## src/rtl/load_read_ctrl.sv

```systemverilog
// Load read controller: issues one 8-beat INCR AXI read burst per start
// request and steers each returned beat into the 8-word load register bank.
// Words 0-6 carry the mantissa, word 7 carries the exponent.
module load_read_ctrl #(
    parameter int AXI_WIDTH_ID = 4,
    parameter int AXI_WIDTH_AD = 32,
    parameter int LOAD_AXI_ID  = 0
) (
    input  logic                    clk,
    input  logic                    rst_n,

    input  logic                    load_start_i,
    input  logic [AXI_WIDTH_AD-1:0] load_base_addr_i,
    output logic                    load_busy_o,
    output logic                    load_done_o,
    output logic                    load_error_o,

    output logic [AXI_WIDTH_ID-1:0] m_axi_memory_bus_ARID,
    output logic [AXI_WIDTH_AD-1:0] m_axi_memory_bus_ARADDR,
    output logic [7:0]              m_axi_memory_bus_ARLEN,
    output logic [2:0]              m_axi_memory_bus_ARSIZE,
    output logic [1:0]              m_axi_memory_bus_ARBURST,
    output logic                    m_axi_memory_bus_ARVALID,
    input  logic                    m_axi_memory_bus_ARREADY,

    input  logic [1:0]              m_axi_memory_bus_RRESP,
    input  logic                    m_axi_memory_bus_RLAST,
    input  logic                    m_axi_memory_bus_RVALID,
    output logic                    m_axi_memory_bus_RREADY,

    output logic                    load_data_reg_wr_en,
    output logic [2:0]              sel_load_data
);

    typedef enum logic [1:0] {
        IDLE = 2'd0,
        ADDR = 2'd1,
        DATA = 2'd2,
        DONE = 2'd3
    } state_t;

    state_t                  state;
    state_t                  state_nxt;
    logic [AXI_WIDTH_AD-1:0] araddr;
    logic [2:0]              beat_cnt;
    logic                    load_error;
    logic                    beat_acc;
    logic                    beat_last;
    logic                    beat_bad;
    logic                    start_acc;

    // Burst shape is fixed: 8 beats of 32 bits, incrementing. These never
    // depend on state so they are valid even while reset is asserted.
    assign m_axi_memory_bus_ARID    = AXI_WIDTH_ID'(LOAD_AXI_ID);
    assign m_axi_memory_bus_ARLEN   = 8'd7;
    assign m_axi_memory_bus_ARSIZE  = 3'b010;
    assign m_axi_memory_bus_ARBURST = 2'b01;
    assign m_axi_memory_bus_ARADDR  = araddr;

    // A beat is accepted only while DATA drives RREADY; the write enable is
    // the handshake itself so the bank captures RDATA in the same cycle.
    assign start_acc           = (state == IDLE) && load_start_i;
    assign beat_acc            = (state == DATA) && m_axi_memory_bus_RVALID;
    assign load_data_reg_wr_en = beat_acc;
    assign sel_load_data       = beat_cnt;
    assign load_error_o        = load_error;

    // The burst ends on the eighth beat or on an early RLAST, whichever
    // comes first. A premature or missing RLAST, or a non-OKAY response,
    // flags an error but never suppresses the write of that beat.
    assign beat_last = (beat_cnt == 3'd7) || m_axi_memory_bus_RLAST;
    assign beat_bad  = (m_axi_memory_bus_RRESP != 2'b00)
                     || (m_axi_memory_bus_RLAST != (beat_cnt == 3'd7));

    // State register.
    always_ff @(posedge clk) begin
        if (!rst_n) begin
            state <= IDLE;
        end else begin
            state <= state_nxt;
        end
    end

    // Next-state decode and per-state handshake/status outputs.
    always_comb begin
        state_nxt                = state;
        m_axi_memory_bus_ARVALID = 1'b0;
        m_axi_memory_bus_RREADY  = 1'b0;
        load_busy_o              = 1'b1;
        load_done_o              = 1'b0;
        case (state)
            IDLE: begin
                load_busy_o = 1'b0;
                if (load_start_i) begin
                    state_nxt = ADDR;
                end
            end
            ADDR: begin
                m_axi_memory_bus_ARVALID = 1'b1;
                if (m_axi_memory_bus_ARREADY) begin
                    state_nxt = DATA;
                end
            end
            DATA: begin
                m_axi_memory_bus_RREADY = 1'b1;
                if (beat_acc && beat_last) begin
                    state_nxt = DONE;
                end
            end
            DONE: begin
                load_done_o = 1'b1;
                state_nxt   = IDLE;
            end
            default: begin
                state_nxt = IDLE;
            end
        endcase
    end

    // Burst address, beat counter and sticky error flag.
    always_ff @(posedge clk) begin
        if (!rst_n) begin
            araddr     <= '0;
            beat_cnt   <= 3'd0;
            load_error <= 1'b0;
        end else if (start_acc) begin
            // Align to the 32-byte burst so all 8 words share one line.
            araddr     <= {load_base_addr_i[AXI_WIDTH_AD-1:5], 5'b0};
            beat_cnt   <= 3'd0;
            load_error <= 1'b0;
        end else if (beat_acc) begin
            beat_cnt <= beat_last ? 3'd0 : beat_cnt + 3'd1;
            if (beat_bad) begin
                load_error <= 1'b1;
            end
        end
    end

endmodule

```

## config.mk

```make
export PLATFORM = sky130hd
export DESIGN_NAME = load_read_ctrl
export DESIGN_NICKNAME = d
export VERILOG_FILES = /design/src/rtl/load_read_ctrl.sv
export SDC_FILE = /design/constraint.sdc
export NUM_CORES = 1
export LEC_CHECK = 0
export ABC_AREA = 0
export BUFFER_PORTS_ARGS = -buffer_cell sky130_fd_sc_hd__buf_2
export CAP_MARGIN = 20
export CORE_UTILIZATION = 45
export DETAILED_ROUTE_END_ITERATION = 6
export GPL_TIMING_DRIVEN = 0
export PLACE_DENSITY_LB_ADDON = 0.25
export RECOVER_POWER = 100
export SLEW_MARGIN = 20
export SYNTH_ARGS = -nofsm -noshare
export SYNTH_HDL_FRONTEND = slang
export SYNTH_SLANG_ARGS = --single-unit
```

## constraint.sdc

```tcl
create_clock -name clk -period 2.8 [get_ports clk]
set_input_delay 0.56 -clock clk [delete_from_list [all_inputs] [get_ports clk]]
set_output_delay 0.56 -clock clk [all_outputs]
set_load 0.005 [all_outputs]
```

==> summary.txt <==
antenna violations before repair = 0
post-route insts no fill = 325
commonest cells after routing, fill and taps aside = nand2_1 (62), buf_2 (51), dfxtp_1 (33)
Final GP Congestion = 0.714
Final Cycle Share = 69.9%
Skew-Pair Late Insertion Delay = 320 ps
distinct cell type count after synthesis = 24
Clock Tree Root = clkbuf_4
share of layout cells above drive strength 1 = 28.1%
largest cells by area after synthesis = dfxtp_1 (43%), nand2_1 (15%), buf_4 (11%), a21boi_1 (9.7%), ha_1 (5.7%)
leakage power = 0.999 nW
final hold violation count = 0
Crit path largest cell delay = 370 ps
drt drc = 0
Filler Cell Count = 348
final instance area = 0.00203 mm²
total grt overflow = 0
die extent in x = 60.6 µm
FFs w/ async S/R, synth = 0%
outcome = finished, final reports clean
Die Height = 60.6 µm
Post-synth EDFFs = 0
Core Area = 0.00315 mm²
Initial DRC Count = 28
# hold bufs at CTS = 0
# diodes = 0
Synth Flop Type = dfxtp_1
largest net degree at the start of global routing = 11
dpl cells = 318
worst-path cell chain = inv_1 -> ha_1 -> nand2_1 -> inv_1 -> buf_2
Synth top area share = 42.8%
most common cell after layout, fill and taps aside = nand2_1
WL final = 3180 µm
Hold Path Class = input port to flop
r2r setup slk = 930 ps
CTS tree = done
Max Fclk = 511 MHz
post-synthesis register bit count = 33
Top delay family on crit path = flip-flops
Max VDD drop = 0.449 mV
reg2reg end = m_axi_memory_bus_ARADDR[17]
hold path startpoint = load_base_addr_i[22]
Synth Instances = 184
Worst Hold Slack = 466 ps
Initial Util = 49.0%
Seq/Total Area, Yosys = 42.8%
TNS Setup = 0 ps
Post CTS Setup Buffer Count = 0
worst clock skew = 1.47 ps
total CTS buffers = 5
Max H-tree Level = 2
r2r startpoint = state[1]
1st-pass router iterations = 4
Worst setup startpoint = state[0]
FF+latch area = 661 µm²
critical path capture point type = output pin
unrepaired setup endpoints after global routing = false
required time worst endpoint = 2240 ps
crit path max fanout = 8
I/O Buffers = 70
via/cell ratio = 4.30
number of max-cap violations = 0
Hold Path Sink = m_axi_memory_bus_ARADDR[22]
Cell Area, Synth = 0.00155 mm²
row count = 20
Clk pin slew, worst setup/hold paths = 90 ps
Final min period = 1960 ps
GRT Total Usage = 18.8%
area of the multi-input gates = 711 µm²
Hold Path Depth = 3
clk buf depth = 2
Worst R2R Path Depth = 7
dpl hpwl = 2500 µm
Power Density = 661 mW/mm²
WL/cell = 9.78 µm
Ys Warns = 0
Worst Path Class, Setup = flop to output pin
synthesis-to-layout area growth = 31.3%
setup violation total in the final timing report = 0
Worst path slowest cell = dfxtp_1
Critical Path AT = 1400 ps
nets = 328
Routed Antenna Nets = 0
Syn Area/Cell = 8.40 µm²
post_cts resized = 0
startpoint types = flop
Crit path top cell by count = inv_1
DR vias = 1398
Synth area leader = dfxtp_1
CTS sink cnt = 33
sum of buffers and inverters on the critical path = 3
I/O pin cnt = 98
Post-DP Area = 0.00203 mm²
full die area = 0.00367 mm²
first-pass GRT wire length = 5030 µm
final max-slew violation count = 0
vias in the first global route = 1208
-- through the flow --
| step | util [%] | power [mW] | worst slack (ps) |
|---|---|---|---|
| after floorplan | - | 0.961 | 1260 |
| after global placement | 64.2 | 1.15 | 1180 |
| after detailed placement | 64.2 | 1.16 | 1140 |
| after CTS | 66.0 | 1.42 | 823 |
| after global routing | 64.4 | 1.46 | 703 |
| final | 64.4 | 1.34 | 842 |
-- layer usage --
| layer | vias to the layer above | GRT usage, % | wire, µm |
|---|---|---|---|
| met5 | - | 0 | 0 |
| met4 | 0 | 8.77 | 39 |
| met3 | 6 | 7.25 | 349 |
| met2 | 64 | 32.5 | 1460 |
| met1 | 591 | 20.2 | 1340 |
| li1 | 737 | - | - |
-- area by class of cell --
cell class	count	share of cell area [%]
well taps	44	2.71
multi-input cells	134	35.0
inverters	7	1.29
repair buffers	70	16.0
flip-flops and latches	33	32.6
clock buffers	7	2.71
plain buffers	30	9.68
-- cells in the mapped netlist, drive strengths merged (2+ instances only) --
cell type  number
nand4           2
nand2          62
conb            2
ha              7
clkbuf          3
a21oi           4
inv             7
dfxtp          33
buf            27
a21boi         27
-- logic make-up (layout without fill, tap and decap cells) --
| kind of cell | Yosys count | count (layout) | share of synthesized area [%] |
|---|---|---|---|
| buffers and inverters | 37 | 114 | 16.0 |
| multiplexers | 1 | 1 | 0.648 |
| AND/OR/NAND/NOR | 70 | 70 | 18.5 |
| other | 2 | 22 | 0.486 |
| adder cells (fa/ha/maj) | 7 | 7 | 5.67 |
| flip-flops | 33 | 33 | 42.8 |
| AO/OA/AOI/OAI | 34 | 34 | 16.0 |
-- sequential cells by signal (all words and copies together), names as in the netlist --
signal                   flops
load_error_o                 1
m_axi_memory_bus_ARADDR     27
sel_load_data                3
state                        2
-- how the worst max path moves through the flow --
stage,end,slack (ps),depth (start not counted)
6_report,load_data_reg_wr_en,840,5
5_1_grt,load_data_reg_wr_en,700,5
4_1_cts,load_data_reg_wr_en,820,5
3_5_place_dp,state[1],1140,7
3_3_place_gp,state[1],1180,7
2_1_floorplan,state[1],1260,7
-- where the power goes --
| group | total [mW] | internal [mW] | switching (mW) |
|---|---|---|---|
| logic | 0.475 | 0.201 | 0.274 |
| clock network | 0.260 | 0.118 | 0.142 |
| registers | 0.607 | 0.558 | 0.0485 |
-- worst min-delay path, cell delays in order --
cell      delay [ps]
buf_2            100
nand2_1           40
a21boi_1          50
Power figures use the tool's default switching activity.
